## src/rtl/controller_reader_8b.sv

```systemverilog
// Serial pad reader: latch pulse, then 8 samples and 7 shift clocks; done and buttons arrive LATCH_CYCLES+8+14*HALF_CYCLES+1 cycles after start.
// No backpressure: start is ignored mid-read. Define CONTROLLER_READER_INVERT_EN to store ~serial_in.
module controller_reader_8b #(
  parameter int LATCH_CYCLES = 2,
  parameter int HALF_CYCLES  = 1
) (
  input  logic       clock,
  input  logic       reset,
  input  logic       start,
  input  logic       serial_in,
  output logic       pad_latch,
  output logic       pad_clock,
  output logic [7:0] buttons,
  output logic       busy,
  output logic       done
);

  localparam logic [2:0] S_IDLE   = 3'd0;
  localparam logic [2:0] S_LATCH  = 3'd1;
  localparam logic [2:0] S_SAMPLE = 3'd2;
  localparam logic [2:0] S_CLK_HI = 3'd3;
  localparam logic [2:0] S_CLK_LO = 3'd4;
  localparam logic [2:0] S_DONE   = 3'd5;

  localparam int MAXC = (LATCH_CYCLES > HALF_CYCLES) ? LATCH_CYCLES : HALF_CYCLES;
  localparam int CW   = (MAXC > 1) ? $clog2(MAXC) : 1;

  logic [2:0]    state, state_nxt;
  logic [CW-1:0] cnt, cnt_nxt;
  logic [2:0]    idx, idx_nxt;
  logic [6:0]    data;
  logic          bit_in;

`ifdef CONTROLLER_READER_INVERT_EN
  assign bit_in = ~serial_in;
`else
  assign bit_in = serial_in;
`endif

  always_comb begin
    state_nxt = state;
    cnt_nxt   = cnt;
    idx_nxt   = idx;
    case (state)
      S_IDLE, S_DONE: begin
        if (start) begin
          state_nxt = S_LATCH;
          cnt_nxt   = '0;
          idx_nxt   = 3'd0;
        end else begin
          state_nxt = S_IDLE;
        end
      end
      S_LATCH: begin
        if (cnt == CW'(LATCH_CYCLES - 1)) begin
          state_nxt = S_SAMPLE;
          cnt_nxt   = '0;
        end else begin
          cnt_nxt = cnt + CW'(1);
        end
      end
      S_SAMPLE: begin
        if (idx == 3'd7) begin
          state_nxt = S_DONE;
        end else begin
          state_nxt = S_CLK_HI;
          idx_nxt   = idx + 3'd1;
          cnt_nxt   = '0;
        end
      end
      S_CLK_HI: begin
        if (cnt == CW'(HALF_CYCLES - 1)) begin
          state_nxt = S_CLK_LO;
          cnt_nxt   = '0;
        end else begin
          cnt_nxt = cnt + CW'(1);
        end
      end
      S_CLK_LO: begin
        if (cnt == CW'(HALF_CYCLES - 1)) begin
          state_nxt = S_SAMPLE;
          cnt_nxt   = '0;
        end else begin
          cnt_nxt = cnt + CW'(1);
        end
      end
      default: state_nxt = S_IDLE;
    endcase
  end

  // Outputs are decoded from the next state so they are registered yet aligned with it.
  always_ff @(posedge clock) begin
    if (reset) begin
      state     <= S_IDLE;
      cnt       <= '0;
      idx       <= 3'd0;
      data      <= 7'd0;
      buttons   <= 8'h00;
      pad_latch <= 1'b0;
      pad_clock <= 1'b0;
      busy      <= 1'b0;
      done      <= 1'b0;
    end else begin
      state     <= state_nxt;
      cnt       <= cnt_nxt;
      idx       <= idx_nxt;
      pad_latch <= (state_nxt == S_LATCH);
      pad_clock <= (state_nxt == S_CLK_HI);
      busy      <= (state_nxt == S_LATCH) || (state_nxt == S_SAMPLE) ||
                   (state_nxt == S_CLK_HI) || (state_nxt == S_CLK_LO);
      done      <= (state_nxt == S_DONE);
      if (state == S_SAMPLE) begin
        if (idx != 3'd7) begin
          data[idx] <= bit_in;
        end else begin
          buttons <= {bit_in, data};
        end
      end
    end
  end

endmodule

```

## config.mk

```make
export PLATFORM = sky130hd
export DESIGN_NAME = controller_reader_8b
export DESIGN_NICKNAME = d
export VERILOG_FILES = /design/src/rtl/controller_reader_8b.sv
export SDC_FILE = /design/constraint.sdc
export NUM_CORES = 1
export LEC_CHECK = 0
export BUFFER_PORTS_ARGS = -buffer_cell sky130_fd_sc_hd__buf_4
export CAP_MARGIN = 20
export CORE_ASPECT_RATIO = 1.75
export CORE_MARGIN = 2
export CORE_UTILIZATION = 49
export CTS_CLUSTER_SIZE = 14
export DETAILED_ROUTE_END_ITERATION = 16
export PLACE_DENSITY = 0.73
export REMOVE_ABC_BUFFERS = 1
export SLEW_MARGIN = 20
export SYNTH_ARGS = -nofsm -noshare
export SYNTH_HDL_FRONTEND = slang
export SYNTH_SLANG_ARGS = --single-unit
```

## constraint.sdc

```tcl
create_clock -name clock -period 1.7 [get_ports clock]
set_input_delay 0.34 -clock clock [delete_from_list [all_inputs] [get_ports clock]]
set_output_delay 0.34 -clock clock [all_outputs]
set_load 0.05 [all_outputs]
```

## Yosys cells after proc, flatten, opt, wreduce, memory -nomap -nowiden

Cells that the tools add are included.

| word-level totals | value |
|---|---|
| flip-flop bits (word level) | 26 |
| bits of input ports | 4 |

| operators by class | value |
|---|---|
| $add $sub $neg | 2 |
| order comparisons | 2 |
| equal/unequal tests | 14 |
| mux-type cells | 17 |
| bitwise logic cells | 1 |
| reductions and logical operators | 13 |

Operators with widths:

| cell | count |
|---|---|
| 3-bit 2-to-1 mux | 6 |
| 3-bit equality test, second input constant | 5 |
| 3-bit one-hot mux with 5 select lines | 1 |
| 3-bit by 2-bit equality test with 1-bit output, second input constant | 4 |
| 7-bit bitwise mux | 1 |
| 3-bit by 1-bit equality test with 1-bit output, second input constant | 2 |
| 1-bit 2-to-1 mux | 6 |
| 3-bit one-hot mux with 2 select lines | 1 |
| 3-bit AND reduction | 2 |
| 3-bit by 4-bit < comparator with 1-bit output, second input constant | 1 |
| 2-bit != test, second input constant | 2 |
| 1-bit one-hot mux with 4 select lines | 1 |
| 2-bit AND reduction | 2 |
| 4-bit nonzero test | 1 |
| 2-bit OR reduction | 2 |
| 3-bit by 1-bit adder with 3-bit output, second input constant | 1 |
| 1-bit demux with 3-bit select | 1 |
| 3-bit by 1-bit >= comparator with 1-bit output, second input constant | 1 |
| 3-bit zero test | 1 |
| 1-bit logical OR | 3 |
| 3-bit != test, second input constant | 1 |
| 2-bit nonzero test | 1 |
| 1-bit adder, second input constant | 1 |
| 1-bit logical AND | 1 |
| 1-bit NOT | 1 |

## Logic depth before layout (Yosys ltp)

Gate-level depths: netlist (run 1).

| depth | value |
|---|---|
| depth in word-level cells | 7 |
| depth in mapped cells | 6 |
| mapped depth without buffers | 6 |

## Worst setup path before layout (run 1)

No wires, ideal clock.

| timing path | value |
|---|---|
| kind | reg2reg |
| start point | reg idx[0] |
| end point | reg data[1] |
| library setup time | 128 ps |
| data arrival time | 1738 ps |
| data required time | 1572 ps |
| setup slack | -166 ps |
| cell stages (with the launch flop) | 7 |
| path buffers | 0 |
| period minus slack after synthesis | 1866 ps |
| path through | dfxtp_1 ha_1 ha_1 or4b_4 nor4b_2 mux2i_1 nor2_1 |

| on the way | value |
|---|---|
| cells in the longest elaborated chain, start to end | 5 |
| elaborated cells between the ends (all ways) | 8 |

RTL lines:

| element | RTL line | text |
|---|---|---|
| start: declaration | 30 | `logic [2:0] idx, idx_nxt;` |
| start signal: assignment | 106 | `idx <= idx_nxt;` |
| 3-bit by 4-bit < comparator with 1-bit output (not written as such) / 3-bit by 1-bit >= comparator with 1-bit output (equally long branches) | 114 | `data[idx] <= bit_in;` |
| 1-bit logical AND (not written as such) | 114 |  |
| 1-bit 2-to-1 mux (not written as such) | 114 |  |
| 1-bit demux with 3-bit select | 114 |  |
| 7-bit bitwise mux | 114 |  |
| end signal: indexed assignment | 114 |  |
| end: declaration | 31 | `logic [6:0] data;` |

Several ways; a longest one is shown, not always the timed one.
A chain may end at the register's enable or synchronous reset.

## Final worst setup path (run 1)

| timing path | value |
|---|---|
| start point | reg idx[0] |
| end point | reg data[0] |

The elaborated chain is that of the path after synthesis.

==> results.md, run 1 <==
* Status: complete, but fails checks
* Violated checks: negative setup slack
* Clock Skew at 2.22 ps
* # H-tree levels at 1
* Antenna Nets Post-Route at 0
* Drt total wl at 2530 µm
* Number of DRC markers in iteration 0 at 17
* CP Launch Type: flip-flop
* NumNets Final at 163
* Crit Path Category: reg2reg
* Seq/Total Area, Yosys at 45.9%
* Synth warnings at 0
* Worst EP required at 1860 ps
* Worst-margin pin slew at 338 ps
* Setup Total Neg Slack at -729 ps
* Final WS setup at -169 ps
* Total track usage at 21.2%
* Die H at 67.6 µm
* Core footprint at 0.00224 mm²
* HP Class: in2reg
* GPL Wtd Cong at 0.896
* Library cells used by synthesis at 31
* Drt wl/cell at 14.0 µm
* Yosys reg bits at 26
* Slew headroom at 77.4%
* Share of cells above drive strength 1 at 29.5%
* Reg2reg end: data[0]
* Vias in the first global route at 954
* Crit path time final at 1870 ps
* Worst setup EP type: flip-flop
* IO buf count at 15
* Reg2Reg Depth at 7
* Hpwl dp at 1680 µm
* Max Buffers Root-to-Sink at 2
* Cell count after synthesis at 133
* Die X at 40.4 µm
* First-pass detailed-route iteration total at 4
* Worst skew pair latency at 270 ps
* Critical R2R Launch: idx[0]
* CTS sink cnt at 26
* Root buffer cell: clkbuf_8
* RSZ-0062 raised after global routing: true
* Cell Pwr Density at 856 mW/mm²
* Peak Freq at 535 MHz
* Clock transition at path regs at 90 ps
* Total number of vias at 988
* Layout fillers at 190
* Antenna violations before repair at 0
* Starting Density at 50.5%
* Drt drc at 0
* Final core utilization at 67.4%
* Pleak at 0.577 nW
* P&R area growth vs syn at 33.6%
* Avg Inst Size Synth at 8.52 µm²
* I/O Pins at 16
* Setup violations, final at 7
* Antenna diode count at 0
* Die ar. at 0.00273 mm²
* Period utilization at 110%
* Num CTS Buffers at 3
* FF-to-FF setup slack at -170 ps
* Final slew viol count at 0
* First-pass GRT wire length at 4060 µm
* Fin. Hold Viols at 0
* CP Capture Point: data[0]
* Netlist Area Pre-Place at 0.00113 mm²
* VDD IR max at 0.737 mV
* Critical Path AT at 2030 ps
* Crit path from: idx[0]
* CP max FO at 5
* Largest net degree at the start of global routing at 24
* Site Rows at 23
* Vias per Instance at 5.46
* Max Cap Violations at 0
* GRT overflow at 0
* TritonCTS clock tree: done
## metrics by stage
stage | area (µm²) | setup WS [ps] | power [mW] | hold WS [ps] | std cells
6_report | 1510 | -169 | 1.30 | 365 | 181
5_1_grt | 1510 | -227 | 1.34 | 362 | 181
4_1_cts | 1450 | -184 | 1.30 | 360 | 178
3_5_place_dp | 1300 | -191 | 0.786 | 446 | 172
3_3_place_gp | 1300 | -155 | 0.784 | 442 | 172
2_1_floorplan | 1100 | -253 | 0.734 | 409 | 124
## kinds of logic (layout without fill, tap and decap cells)
| group | count (synthesis) | count (layout) | synth area share, % |
|---|---|---|---|
| compound gates | 24 | 24 | 12.8 |
| fa+ha+maj | 2 | 2 | 2.21 |
| buf+inv | 13 | 36 | 4.30 |
| flops | 26 | 26 | 45.9 |
| mux | 9 | 9 | 7.95 |
| simple gates | 59 | 59 | 26.8 |
## cell usage in the layout, fill, tap and decap left out
| cell | Yosys | routed |
|---|---|---|
| nor2b_2 | 0 | 1 |
| or2_2 | 1 | 1 |
| o21ai_0 | 4 | 4 |
| o22a_1 | 1 | 1 |
| nand3_2 | 0 | 1 |
| a211o_1 | 1 | 1 |
| bufinv_16 | 0 | 1 |
| and2_1 | 1 | 1 |
| buf_6 | 0 | 2 |
| o211ai_1 | 1 | 1 |
| or4b_4 | 1 | 1 |
| a31oi_1 | 1 | 1 |
| buf_4 | 0 | 26 |
| a21oi_1 | 12 | 12 |
| inv_1 | 4 | 4 |
| a31o_2 | 1 | 1 |
| nand3_1 | 4 | 3 |
| dfxtp_2 | 0 | 2 |
| nand2_1 | 20 | 20 |
| nor3b_1 | 1 | 1 |
| nor2b_1 | 3 | 2 |
| o32a_1 | 1 | 1 |
| or3_1 | 1 | 1 |
| mux2i_1 | 9 | 9 |
| and3_1 | 1 | 1 |
| nor4b_4 | 0 | 3 |
| nor3_4 | 0 | 1 |
| clkbuf_8 | 0 | 3 |
| dfxtp_1 | 26 | 24 |
| nor2_1 | 17 | 17 |
| nand4b_1 | 2 | 2 |
| a22oi_1 | 1 | 1 |
| nor4_4 | 0 | 1 |
| ha_4 | 0 | 2 |
| nand4_1 | 2 | 2 |
| o21bai_1 | 1 | 1 |
## synth_stat cells, drive strengths merged
cell type	n	area [µm²]
nand2	20	75.1
or2	1	6.26
o32a	1	10.0
dfxtp	26	521
nor4b	3	38.8
nor2b	3	18.8
a31oi	1	6.26
nor3	1	5.00
nor2	17	63.8
a21oi	12	60.1
o21bai	1	7.51
and3	1	6.26
inv	4	15.0
a31o	1	8.76
o21ai	4	20.0
a22oi	1	7.51
clkbuf	9	33.8
ha	2	25.0
nand4b	2	17.5
or3	1	6.26
nand4	2	12.5
o22a	1	8.76
nor3b	1	7.51
nand3	4	20.0
o211ai	1	7.51
a211o	1	8.76
nor4	1	6.26
or4b	1	13.8
mux2i	9	90.1
and2	1	6.26
## flip-flops by register name, summed over array words and instances, names as in the netlist
name / count
buttons: 8
idx: 3
busy: 1
cnt: 1
done: 1
pad_latch: 1
pad_clock: 1
state: 3
data: 7
## area by class of cell
class	instances	area [µm²]	share of cell area, %
timing repair buffer	28	218	14.4
sequential	26	523	34.5
multi-input combinational	94	656	43.3
clock buffer	3	41.3	2.73
tap	25	31.3	2.07
inverter	4	15.0	0.992
clock inverter	1	30.0	1.98
## where the power goes
group          internal, mW  switching (mW)
combinational        0.0591          0.0934
clock                 0.315           0.195
sequential            0.624          0.0103
total                 0.998           0.299
## what timing repair did
action                                  4_1_cts  5_1_grt
resized for setup                            10        8
buffers inserted                              2        3
pin swaps                                     2        5
endpoints found under the setup margin        7        7
hold endpoints to repair                      0        0
hold buffers                                  0        0
## how the worst min path moves through the flow
stage	slack (ps)	cells after the start	endpoint	startpoint
after detailed placement	450	2	buttons[5]	data[5]
after global placement	440	2	buttons[7]	buttons[7]
after global routing	360	3	buttons[7]	serial_in
after floorplan	410	1	busy	reset
after CTS	360	3	buttons[7]	serial_in
final	370	3	buttons[7]	serial_in
## critical path, stage by stage, from the launching register on
cell,delay (ps)
dfxtp_2,350
ha_4,170
ha_4,150
or4b_4,550
buf_6,150
nor4_4,140
mux2i_1,210
nor2_1,50
## metal layers
metal  global-route usage (%)  vias up  routed length, µm
met4                     7.92        0                 32
met5                        0        -                  0
met1                     23.3      466                976
met2                     38.7       17               1470
met3                     1.97        4                 49
li1                         -      501                  -
Power figures use the tool's default switching activity.
==> run 2: changes to the inputs <==
Settings changed: BUFFER_PORTS_ARGS -buffer_cell sky130_fd_sc_hd__buf_4 to -buffer_cell sky130_fd_sc_hd__buf_2.
==> run 2 against run 1 <==
Against the previous run:
- the run still ends with negative setup slack left
- clock-buffer cell count rose by 1
- first-iteration DRC count rose by 12%
- clock skew fell by 1.1 ps
- fmax rose by 0.29%
- sequential cell count did not move
- worst setup slack improved by 5.4 ps
- critical path type unchanged
- largest cell class unchanged
- largest power group unchanged
==> results.md, run 2 (synthesis gave the netlist of run 1 again) <==
* Peak Freq at 537 MHz
* VDD IR max at 0.778 mV
* Vias in the first global route at 934
* Pre-CTS setup slack at -226 ps
* Drt total wl at 2510 µm
* Share of cells above drive strength 1 at 29.2%
* Worst EP required at 1860 ps
* Drt wl/cell at 14.0 µm
* Post-cts hold buffer count at 0
* Site Rows at 23
* Crit path time final at 1860 ps
* Pleak at 0.558 nW
* Die X at 40.4 µm
* RSZ-0062 raised after global routing: true
* Number of DRC markers in iteration 0 at 19
* Hold_sp: serial_in
* Top flop regs: buttons (8), data (7)
* Max Cap Violations at 0
* First-pass detailed-route iteration total at 4
* Vias per Instance at 5.55
* GRT overflow at 0
* Worst-margin pin slew at 423 ps
* CP Launch Type: flip-flop
* Hold EP: buttons[7]
* I/O Pins at 16
* Setup violations, final at 7
* NumNets Final at 161
* FF-to-FF setup slack at -160 ps
* # H-tree levels at 1
* P&R area growth vs syn at 26.0%
* Largest net degree at the start of global routing at 24
* Total number of vias at 993
* Critical Path AT at 2020 ps
* CP max FO at 5
* First-pass GRT wire length at 4130 µm
* Max reg flops at 8
* Die H at 67.6 µm
* Period utilization at 110%
* TritonCTS clock tree: done
* Critical R2R Launch: idx[1]
* Hold Crit Depth at 3
* Commonest non-fill, non-tap cell in the layout: dfxtp_1
* Core footprint at 0.00224 mm²
* Status: complete, but fails checks
* Total track usage at 22.1%
* Largest register by flop count: buttons
* Cell Pwr Density at 819 mW/mm²
* Max Buffers Root-to-Sink at 2
* Drt drc at 0
* Hpwl dp at 1660 µm
* Starting Density at 50.5%
* Violated checks: negative setup slack
* CTS sink cnt at 26
* Worst skew pair latency at 270 ps
* Reg2Reg Depth at 6
* Hold WS at 376 ps
* Fin. Hold Viols at 0
* Clock Skew at 1.15 ps
* Layout fillers at 195
* Antenna violations before repair at 0
* Setup Total Neg Slack at -697 ps
* Die ar. at 0.00273 mm²
* Root buffer cell: clkbuf_8
* Num CTS Buffers at 3
* Commonest non-fill, non-tap cells in the layout: dfxtp_1, nand2_1, nor2_1
* Final slew viol count at 0
* Antenna diode count at 0
* Final WS setup at -164 ps
* Clock transition at path regs at 90 ps
* IO buf count at 15
* Slew headroom at 71.8%
* Worst setup EP type: flip-flop
* Reg2reg end: data[1]
* HP Class: in2reg
* Antenna Nets Post-Route at 0
* Final core utilization at 63.7%
* Crit Path Category: reg2reg
* GPL Wtd Cong at 0.817
run 2: cell count changes in the layout (fill, tap and decap cells not counted), sizes merged:
| cell | change |
|---|---|
| bufinv | -1 |
| clkbuf | +1 |
| buf | -2 |
run 2: per-layer routing:
metal  vias up  part of all wire [%]  global-route usage (%)
met5         -                     0                       0
met4         0                   2.8                    12.9
met3         4                   2.2                    2.96
met2        14                    57                    37.9
met1       477                    38                    24.1
li1        498                     -                       -
run 2: worst max path at each step:
stage / from / to / slack (ps)
floorplan: idx[0] / data[1] / -250
global placement: idx[0] / data[5] / -150
detailed placement: idx[0] / data[1] / -230
CTS: idx[0] / data[1] / -150
global route: idx[1] / data[1] / -230
finish: idx[1] / data[1] / -160
run 2: repair_timing:
action,4_1_cts,5_1_grt
gates resized for setup,12,4
endpoints found under the setup margin,7,5
buffers inserted,0,3
pin swaps,1,1
run 2: area by class of cell:
cell class / instances / area (µm²) / area share [%]
Clock buffer: 4 / 55.1 / 3.85
Inverter: 4 / 15.0 / 1.05
Multi-Input combinational cell: 94 / 643 / 45.0
Sequential cell: 26 / 523 / 36.6
Tap cell: 25 / 31.3 / 2.19
Timing Repair Buffer: 26 / 161 / 11.3
run 2: worst max-delay path: stages, from the launching register on:
cell     delay [ps]
dfxtp_2         350
ha_4            160
ha_4            160
or4b_4          550
nor4b_4         250
mux2i_1         220
nor2_1           50
run 2: power by group:
part | switching, mW | total (mW) | internal, mW
logic | 0.0898 | 0.138 | 0.0477
clock network | 0.192 | 0.399 | 0.207
registers | 0.00949 | 0.633 | 0.624
total | 0.291 | 1.17 | 0.879
run 2: stage by stage:
| step | std cells | cell area [µm²] | total power, mW |
|---|---|---|---|
| after detailed placement | 172 | 1270 | 0.780 |
| after global placement | 172 | 1270 | 0.777 |
| after floorplan | 124 | 1100 | 0.734 |
| after global routing | 179 | 1430 | 1.21 |
| after CTS | 176 | 1390 | 1.17 |
| final | 179 | 1430 | 1.17 |
